$ cat config.mk
export PLATFORM = sky130hd
export DESIGN_NAME = divisor_secuencial_flat
export DESIGN_NICKNAME = d
export VERILOG_FILES = /design/src/rtl/divisor_secuencial_if.sv /design/src/rtl/divisor_secuencial.sv /design/src/flat_wrapper.sv
export SDC_FILE = /design/constraint.sdc
export NUM_CORES = 1
export LEC_CHECK = 0
export BUFFER_PORTS_ARGS = -buffer_cell sky130_fd_sc_hd__buf_2
export CORE_MARGIN = 10
export CORE_UTILIZATION = 61
export CTS_CLUSTER_DIAMETER = 200
export DETAILED_ROUTE_END_ITERATION = 10
export PLACE_DENSITY_LB_ADDON = 0.25
export SYNTH_ARGS = -nofsm -noshare
export SYNTH_HDL_FRONTEND = slang
export SYNTH_SLANG_ARGS = --single-unit
$ cat constraint.sdc
create_clock -name clk -period 4.85 [get_ports clk]
set_clock_uncertainty 0.1 [all_clocks]
set_input_delay 0.485 -clock clk [delete_from_list [all_inputs] [get_ports clk]]
set_output_delay 0.485 -clock clk [all_outputs]
set_load 0.005 [all_outputs]
$ cat src/rtl/divisor_secuencial_if.sv
// ---------------------------------------------------------------------------
// divisor_secuencial_if
// Purpose : groups the start/done control and operand/result buses of the
//           sequential divider so they travel as a single port.
// Signals : start  - request a division (master -> slave)
//           D, V   - dividend / divisor, N bits (master -> slave)
//           Q, R   - quotient / remainder, N bits (slave -> master)
//           busy   - division in progress (slave -> master)
//           done   - one-cycle result-valid pulse (slave -> master)
//           div0   - last accepted divisor was zero (slave -> master)
// Modports: master (requester side), slave (divider side).
// ---------------------------------------------------------------------------
interface divisor_secuencial_if #(
    parameter int N = 8
);
    logic         start;
    logic [N-1:0] D;
    logic [N-1:0] V;
    logic [N-1:0] Q;
    logic [N-1:0] R;
    logic         busy;
    logic         done;
    logic         div0;

    modport master (
        output start, D, V,
        input  Q, R, busy, done, div0
    );

    modport slave (
        input  start, D, V,
        output Q, R, busy, done, div0
    );
endinterface

$ cat src/rtl/divisor_secuencial.sv
// ---------------------------------------------------------------------------
// divisor_secuencial
// Purpose : sequential restoring (shift-subtract) divider, Q = D / V and
//           R = D % V, producing one quotient bit per clock. The FSM
//           controller and the datapath both live here.
// Ports   : clk   - single clock, rising edge
//           reset - synchronous, active-high; wins over start
//           bus   - divisor_secuencial_if.slave (start, D, V in;
//                   Q, R, busy, done, div0 out)
// Config  : DIVISOR_SIGNED_EN - when defined, D and V are two's complement;
//           magnitudes are divided and the signs applied on completion
//           (quotient truncates toward zero, remainder follows dividend).
//           When undefined the divider is purely unsigned.
// ---------------------------------------------------------------------------
module divisor_secuencial #(
    parameter int N = 8
) (
    input  logic                 clk,
    input  logic                 reset,
    divisor_secuencial_if.slave  bus
);
    localparam int CW = (N > 1) ? $clog2(N) : 1;

    localparam logic [1:0] ST_IDLE = 2'd0;
    localparam logic [1:0] ST_RUN  = 2'd1;
    localparam logic [1:0] ST_DONE = 2'd2;

    logic [1:0]    state_q, state_d;
    logic [N-1:0]  qs_q, qs_d;     // quotient shift register (starts as dividend)
    logic [N-1:0]  vs_q, vs_d;     // captured divisor
    // After every restoring step the partial remainder is below the divisor,
    // so its top bit is always zero between steps and need not be stored.
    logic [N-1:0]  pr_q, pr_d;
    logic [CW-1:0] cnt_q, cnt_d;
    logic [N-1:0]  q_q, q_d;
    logic [N-1:0]  r_q, r_d;
    logic          div0_q, div0_d;

    logic [N:0]    pr_shift;
    logic [N:0]    trial;
    logic [N-1:0]  qs_step;
    logic [N-1:0]  pr_step;
    logic [N-1:0]  q_final;
    logic [N-1:0]  r_final;
    logic [N-1:0]  d_mag;
    logic [N-1:0]  v_mag;
    logic          accept;

`ifdef DIVISOR_SIGNED_EN
    logic          sd_q, sd_d;
    logic          sv_q, sv_d;
`endif

    assign accept = bus.start && ((state_q == ST_IDLE) || (state_q == ST_DONE));

    // One restoring step: shift in the next dividend bit, try a subtract,
    // keep the difference only if it did not borrow.
    always_comb begin
        pr_shift = {pr_q, qs_q[N-1]};
        trial    = pr_shift - {1'b0, vs_q};
        if (trial[N] == 1'b0) begin
            pr_step = trial[N-1:0];
            qs_step = {qs_q[N-2:0], 1'b1};
        end else begin
            pr_step = pr_shift[N-1:0];
            qs_step = {qs_q[N-2:0], 1'b0};
        end
    end

    // Operand magnitudes and final sign correction.
    always_comb begin
        d_mag   = bus.D;
        v_mag   = bus.V;
        q_final = qs_step;
        r_final = pr_step;
`ifdef DIVISOR_SIGNED_EN
        if (bus.D[N-1]) d_mag = -bus.D;
        if (bus.V[N-1]) v_mag = -bus.V;
        if (sd_q ^ sv_q) q_final = -qs_step;
        if (sd_q)        r_final = -pr_step;
`endif
    end

    always_comb begin
        state_d = state_q;
        qs_d    = qs_q;
        vs_d    = vs_q;
        pr_d    = pr_q;
        cnt_d   = cnt_q;
        q_d     = q_q;
        r_d     = r_q;
        div0_d  = div0_q;
`ifdef DIVISOR_SIGNED_EN
        sd_d    = sd_q;
        sv_d    = sv_q;
`endif
        if (accept) begin
            qs_d   = d_mag;
            vs_d   = v_mag;
            pr_d   = '0;
            cnt_d  = '0;
            div0_d = (bus.V == '0);
`ifdef DIVISOR_SIGNED_EN
            sd_d   = bus.D[N-1];
            sv_d   = bus.V[N-1];
`endif
            if (bus.V == '0) begin
                // Zero divisor: skip the core and report straight away.
                state_d = ST_DONE;
                q_d     = '1;
                r_d     = bus.D;
            end else begin
                state_d = ST_RUN;
            end
        end else begin
            case (state_q)
                ST_RUN: begin
                    qs_d  = qs_step;
                    pr_d  = pr_step;
                    cnt_d = cnt_q + 1'b1;
                    if (cnt_q == CW'(N - 1)) begin
                        state_d = ST_DONE;
                        q_d     = q_final;
                        r_d     = r_final;
                    end
                end
                ST_DONE: state_d = ST_IDLE;
                default: state_d = ST_IDLE;
            endcase
        end
    end

    always_ff @(posedge clk) begin
        if (reset) begin
            state_q <= ST_IDLE;
            qs_q    <= '0;
            vs_q    <= '0;
            pr_q    <= '0;
            cnt_q   <= '0;
            q_q     <= '0;
            r_q     <= '0;
            div0_q  <= 1'b0;
`ifdef DIVISOR_SIGNED_EN
            sd_q    <= 1'b0;
            sv_q    <= 1'b0;
`endif
        end else begin
            state_q <= state_d;
            qs_q    <= qs_d;
            vs_q    <= vs_d;
            pr_q    <= pr_d;
            cnt_q   <= cnt_d;
            q_q     <= q_d;
            r_q     <= r_d;
            div0_q  <= div0_d;
`ifdef DIVISOR_SIGNED_EN
            sd_q    <= sd_d;
            sv_q    <= sv_d;
`endif
        end
    end

    assign bus.Q    = q_q;
    assign bus.R    = r_q;
    assign bus.busy = (state_q == ST_RUN);
    assign bus.done = (state_q == ST_DONE);
    assign bus.div0 = div0_q;
endmodule

$ cat src/flat_wrapper.sv
// flat-port wrapper written by rule: the top's interface ports become plain ports
module divisor_secuencial_flat 
#(
    parameter int N = 8
)
  (clk, reset, bus_start, bus_D, bus_V, bus_Q, bus_R, bus_busy, bus_done, bus_div0);
  divisor_secuencial_if #(.N(N)) bus_i ();
  input  logic clk;
  input  logic reset;
  input wire logic [$bits(bus_i.start)-1:0] bus_start;
  input wire logic [$bits(bus_i.D)-1:0] bus_D;
  input wire logic [$bits(bus_i.V)-1:0] bus_V;
  output wire logic [$bits(bus_i.Q)-1:0] bus_Q;
  output wire logic [$bits(bus_i.R)-1:0] bus_R;
  output wire logic [$bits(bus_i.busy)-1:0] bus_busy;
  output wire logic [$bits(bus_i.done)-1:0] bus_done;
  output wire logic [$bits(bus_i.div0)-1:0] bus_div0;
  assign bus_i.start = bus_start;
  assign bus_i.D = bus_D;
  assign bus_i.V = bus_V;
  assign bus_Q = bus_i.Q;
  assign bus_R = bus_i.R;
  assign bus_busy = bus_i.busy;
  assign bus_done = bus_i.done;
  assign bus_div0 = bus_i.div0;
  divisor_secuencial #(.N(N)) u_core (.clk(clk), .reset(reset), .bus(bus_i));
endmodule
==> results.toml, run 1 <==
[placement]
numPortBuffers = 37
dp.cells = 360
dp_hpwl_um = 4480
place_congestion = 0.893

[worst_setup_path]
crit_type = "register to register"
crit_fanout = 25
crit_arrival_ps = 3060
required_ps = 4970
rrSetupSlack_ps = 1910
endpoint_kind = "register"
worst_setup_path_start_kind = "register"

[yosys]
synth_most_common_cell = "nand2_1"
yosys-top-cells-area = "dfxtp_1 (38%), nand2_1 (8.3%), a21oi_1 (5.3%), ha_1 (5.1%), o221a_2 (3.7%)"
yosys_warnings = 0
ys_seq_elements = 46
ys_seq_area_share_pct = 37.6
async_reset_ff_share_pct = 0
yosysUniqueCellTypes = 51
synth_top_cell_area_share_pct = 37.6
synth_top_flop_cell = "dfxtp_1"
synth-edff-count = 0
synth_area_um2 = 2450
syn_nets = 322
synthesis.instances = 292
syn_avg_cell_area_um2 = 8.38
yosys.area.top_type = "dfxtp_1"
synthTopCellsByCount = "nand2_1 (54), dfxtp_1 (46), a21oi_1 (26)"

[outcome]
outcome = "finished, final reports clean"

[drt]
remaining_drc_errors = 0
first_pass_iters = 4
drt_iter0_drc = 224
postRouteAntennaNets = 0
detail_route.vias_per_cell = 6.07
wl_per_cell_um = 16.9
finalWirelength_um = 6230
num_vias = 2232

[floorplan]
die_y_um = 83.3
rows = 22
coreArea_um2 = 3770
initial_core_util_pct = 64.9
die_x_um = 83.3
dieArea_um2 = 6950
num_io_pins = 38

[global_route]
antenna_found_initial = 0
grt.total_usage_pct = 17.3
grt_overflow = 0
grt_max_degree = 28
grt_pass1_vias = 2136
grt_pass1_wl_um = 10300

[clock_tree]
cts_hold_buf = 0
cts-buffers-inserted = 5
cts.sinks = 46
cts_root_buf = "clkbuf_8"
clk_pin_slew_ps = 90
cts_tree = "built"
clock_latency_ps = 310
cts_resized = 0
post_cts_buffers = 0
clockBufferDepth = 2
h-tree-depth = 2

[pwr]
p_leak_uw = 0.00109
vdd_ir_drop_max_mv = 0.154
power_density_nw_per_um2 = 324
finalPower_uw = 876

[final_layout]
final_layout_size_suffix_gt1_share_pct = 18.8
fin_util_pct = 71.7
antennaDiodeCount = 0
fillers = 329
fin_cells = 368
nets = 349
syn_to_final_growth_pct = 10.4

[sta]
period_needed_ps = 2940
worst_pin_slew_ps = 1070
finalSetupViolCount = 0
hold_viol = 0
slew_violations = 0
final.period_utilization_pct = 60.5
fin_tns_setup_ps = 0
maxSlewHeadroom_pct = 28.8
fmax_mhz = 341
rsz0062_at_grt = "no"

[flow_run]
cap_violations = 0

[min_path]
hp-class = "input pin to register"
==> sequential cells by signal, indices dropped and copies added, names as in the netlist <==
signal	flops
u_core.vs_q	8
u_core.bus.div0	1
u_core.state_q	2
u_core.qs_q	8
u_core.pr_q	8
u_core.bus.R	8
u_core.cnt_q	3
u_core.bus.Q	8
==> critical path, stage by stage, from the launching register on <==
cell      delay (ps)
dfxtp_1          340
inv_1             70
ha_1             150
inv_1             50
fa_1             410
a211oi_2         300
o211a_1          250
o211a_1          720
o211ai_1         180
a311oi_2         280
==> power by group <==
part / switching, µW / internal, µW / total, µW
combinational: 143 / 89.7 / 233
clock: 133 / 102 / 235
sequential: 14.6 / 394 / 409
==> final timing paths <==
| path | to | depth (start not counted) | start |
|---|---|---|---|
| max | u_core.bus.R[0]$_SDFFE_PP0P_ | 9 | u_core.qs_q[7]$_SDFFE_PP0P_ |
| min | u_core.vs_q[2]$_SDFFE_PP0P_ | 3 | bus_V[2] |
| max reg2reg | u_core.bus.R[0]$_SDFFE_PP0P_ | 9 | u_core.qs_q[7]$_SDFFE_PP0P_ |
| min reg2reg | u_core.vs_q[5]$_SDFFE_PP0P_ | 2 | u_core.vs_q[5]$_SDFFE_PP0P_ |
==> stage by stage <==
stage          hold slack, ps  area (µm²)  setup WS (ps)
6_report                  315        2700           1910
5_1_grt                   335        2700           1640
4_1_cts                   313        2700           1930
3_5_place_dp              347        2620           1970
3_3_place_gp              341        2620           2050
2_1_floorplan             336        2450           2480
==> layout make-up <==
| cell class | instances | area (µm²) | share of cell area [%] |
|---|---|---|---|
| clock buffers | 6 | 72.6 | 2.69 |
| clock inverters | 2 | 13.8 | 0.509 |
| inverters | 14 | 52.6 | 1.94 |
| multi-input cells | 213 | 1380 | 51.2 |
| flip-flops and latches | 46 | 921 | 34.1 |
| well taps | 48 | 60.1 | 2.22 |
| repair buffers | 39 | 200 | 7.41 |
==> cell families (layout without fill, tap and decap cells) <==
kind of cell | Yosys count | count (layout) | synth area share, %
buf+inv | 33 | 61 | 5.88
xor+xnor | 5 | 5 | 1.79
mux | 6 | 6 | 2.51
compound gates | 94 | 94 | 28.4
fa+ha+maj | 11 | 11 | 5.93
flops | 46 | 46 | 37.6
simple gates | 97 | 97 | 17.8
==> cells in the final DEF (no fill, tap or decap), types with 8 or more instances in the layout <==
| cell | netlist | layout |
|---|---|---|
| a21oi_1 | 26 | 26 |
| buf_2 | 4 | 37 |
| dfxtp_1 | 46 | 46 |
| ha_1 | 10 | 10 |
| inv_1 | 12 | 12 |
| nand2_1 | 54 | 54 |
| nand3_1 | 8 | 8 |
| nor2_1 | 15 | 15 |
| o21ai_0 | 10 | 10 |
| o221a_2 | 8 | 8 |
==> per-layer routing <==
layer	GRT usage (%)	vias up	routed length [µm]
met5	0	-	0
li1	-	1120	-
met2	28.7	70	3010
met3	4.88	5	410
met1	21.4	1037	2750
met4	4.31	0	56
(Power assumes the default switching activity.)
==> run 2: changes to the inputs <==
Settings changed: CORE_UTILIZATION 61 to 51.
Clock period 4.85 ns to 2.6 ns, I/O delays scaled along.
==> results.toml, run 2 (same netlist as run 1, synthesis figures left out) <==
[sta]
finalSetupViolCount = 0
fin_tns_setup_ps = 0
layout_setup_ws_ps = 111
hold_viol = 0
final.period_utilization_pct = 95.7
period_needed_ps = 2490
fmax_mhz = 402
fin_hold_ws_ps = 89.3
slew_violations = 0
maxSlewHeadroom_pct = 58.8
worst_pin_slew_ps = 612

[worst_setup_path]
crit_path_end = "u_core.bus.R[0]$_SDFFE_PP0P_"
rrSetupSlack_ps = 110
r2r-end = "u_core.bus.R[0]$_SDFFE_PP0P_"
r2r_start = "u_core.qs_q[7]$_SDFFE_PP0P_"
crit_arrival_ps = 2600
crit_fanout = 25
max_stage_delay_ps = 380
endpoint_kind = "register"
setup.worst_path.start = "u_core.qs_q[7]$_SDFFE_PP0P_"
rr_worst_depth = 10
crit_type = "register to register"
worst_path_max_delay_cell = "fa_2"
worst_setup_path_start_kind = "register"
required_ps = 2720
crit_chain = "inv_1, ha_1, inv_1, fa_2, a211oi_4, o211a_1, o211a_1, buf_12, o211ai_1, a311oi_2"

[drt]
remaining_drc_errors = 0
num_vias = 2273
drt_iter0_drc = 109
detail_route.vias_per_cell = 5.98
finalWirelength_um = 6300
wl_per_cell_um = 16.6
first_pass_iters = 4
postRouteAntennaNets = 0

[pwr]
power_density_nw_per_um2 = 639
vdd_ir_drop_max_mv = 0.373
p_leak_uw = 0.00114

[global_route]
grt_pass1_vias = 2179
grt.total_usage_pct = 16.4
grt_pass1_wl_um = 10400
grt_overflow = 0
antenna_found_initial = 0
grt_max_degree = 27

[final_layout]
design_area_um2 = 2800
nets = 355
syn_to_final_growth_pct = 14.6
final_cell_mix = "nand2_1 (54), dfxtp_1 (46), buf_2 (37)"
final_layout_size_suffix_gt1_share_pct = 20.9
final_common_cell = "nand2_1"
antennaDiodeCount = 0

[floorplan]
coreArea_um2 = 4690
dieArea_um2 = 7970
initial_core_util_pct = 52.2
die_y_um = 89.3
rows = 25
die_x_um = 89.3
num_io_pins = 38

[placement]
place_congestion = 0.877
dp_slack_ps = 93.2
dp_hpwl_um = 4590
placed_cell_area_um2 = 2680
numPortBuffers = 37

[clock_tree]
clock_latency_ps = 310
post_cts_buffers = 0
cts-buffers-inserted = 5
clockBufferDepth = 2
cts_tree = "built"
cts_hold_buf = 0
cts_root_buf = "clkbuf_8"
h-tree-depth = 2
clk_pin_slew_ps = 90
cts.sinks = 46

[min_path]
hp-class = "input pin to register"

[outcome]
outcome = "finished, final reports clean"

[flow_run]
cap_violations = 0
==> run 2: critical path: cells and delay by family, from the launching register on <==
kind / cells / cell delay (ps)
compound gates: 5 / 1130
flops: 1 / 340
fa+ha+maj: 2 / 520
buf+inv: 3 / 300
==> run 2: timing repair <==
action / CTS / global route
hold endpoints to repair: 0 / 0
setup endpoints to repair: 0 / 11
resized for setup: 0 / 2
==> run 2: cell type report <==
class	count	area (µm²)
clock buffer	5	68.8
sequential	46	921
timing repair buffer	45	258
multi-input combinational	213	1390
clock inverter	3	43.8
tap	54	67.6
fill	434	1890
inverter	14	52.6
==> run 2: how the worst min path moves through the flow <==
stage / from / endpoint / slack, ps / cells after the start
finish: bus_V[5] / u_core.vs_q[5]$_SDFFE_PP0P_ / 90 / 3
detailed placement: u_core.vs_q[2]$_SDFFE_PP0P_ / u_core.vs_q[2]$_SDFFE_PP0P_ / 350 / 2
CTS: bus_V[1] / u_core.vs_q[1]$_SDFFE_PP0P_ / 90 / 3
global route: bus_V[3] / u_core.vs_q[3]$_SDFFE_PP0P_ / 100 / 3
floorplan: bus_V[1] / u_core.vs_q[1]$_SDFFE_PP0P_ / 300 / 2
global placement: u_core.vs_q[5]$_SDFFE_PP0P_ / u_core.vs_q[5]$_SDFFE_PP0P_ / 340 / 2
==> run 2: power by group <==
part,total (µW),internal [µW],switching [µW],leakage (µW)
Clock,550,288,262,0.0000585
Combinational,480,203,277,0.000706
Sequential,762,735,27.3,0.000374
Total,1790,1230,567,0.00114
==> run 2: per-layer routing <==
metal	track usage [%]	part of all wire [%]	up-vias
met5	0	0	-
met4	6.79	2.5	0
met3	3.37	4.6	14
met2	26.2	47	50
met1	21.0	46	1080
li1	-	-	1129
==> run 2: metrics by stage <==
step | instances | power, µW | utilization (%)
3_5_place_dp | 372 | 1250 | 57.1
4_1_cts | 380 | 1790 | 59.5
6_report | 380 | 1790 | 59.8
5_1_grt | 380 | 1880 | 59.8
3_3_place_gp | 372 | 1240 | 57.1
2_1_floorplan | 292 | 1120 | -
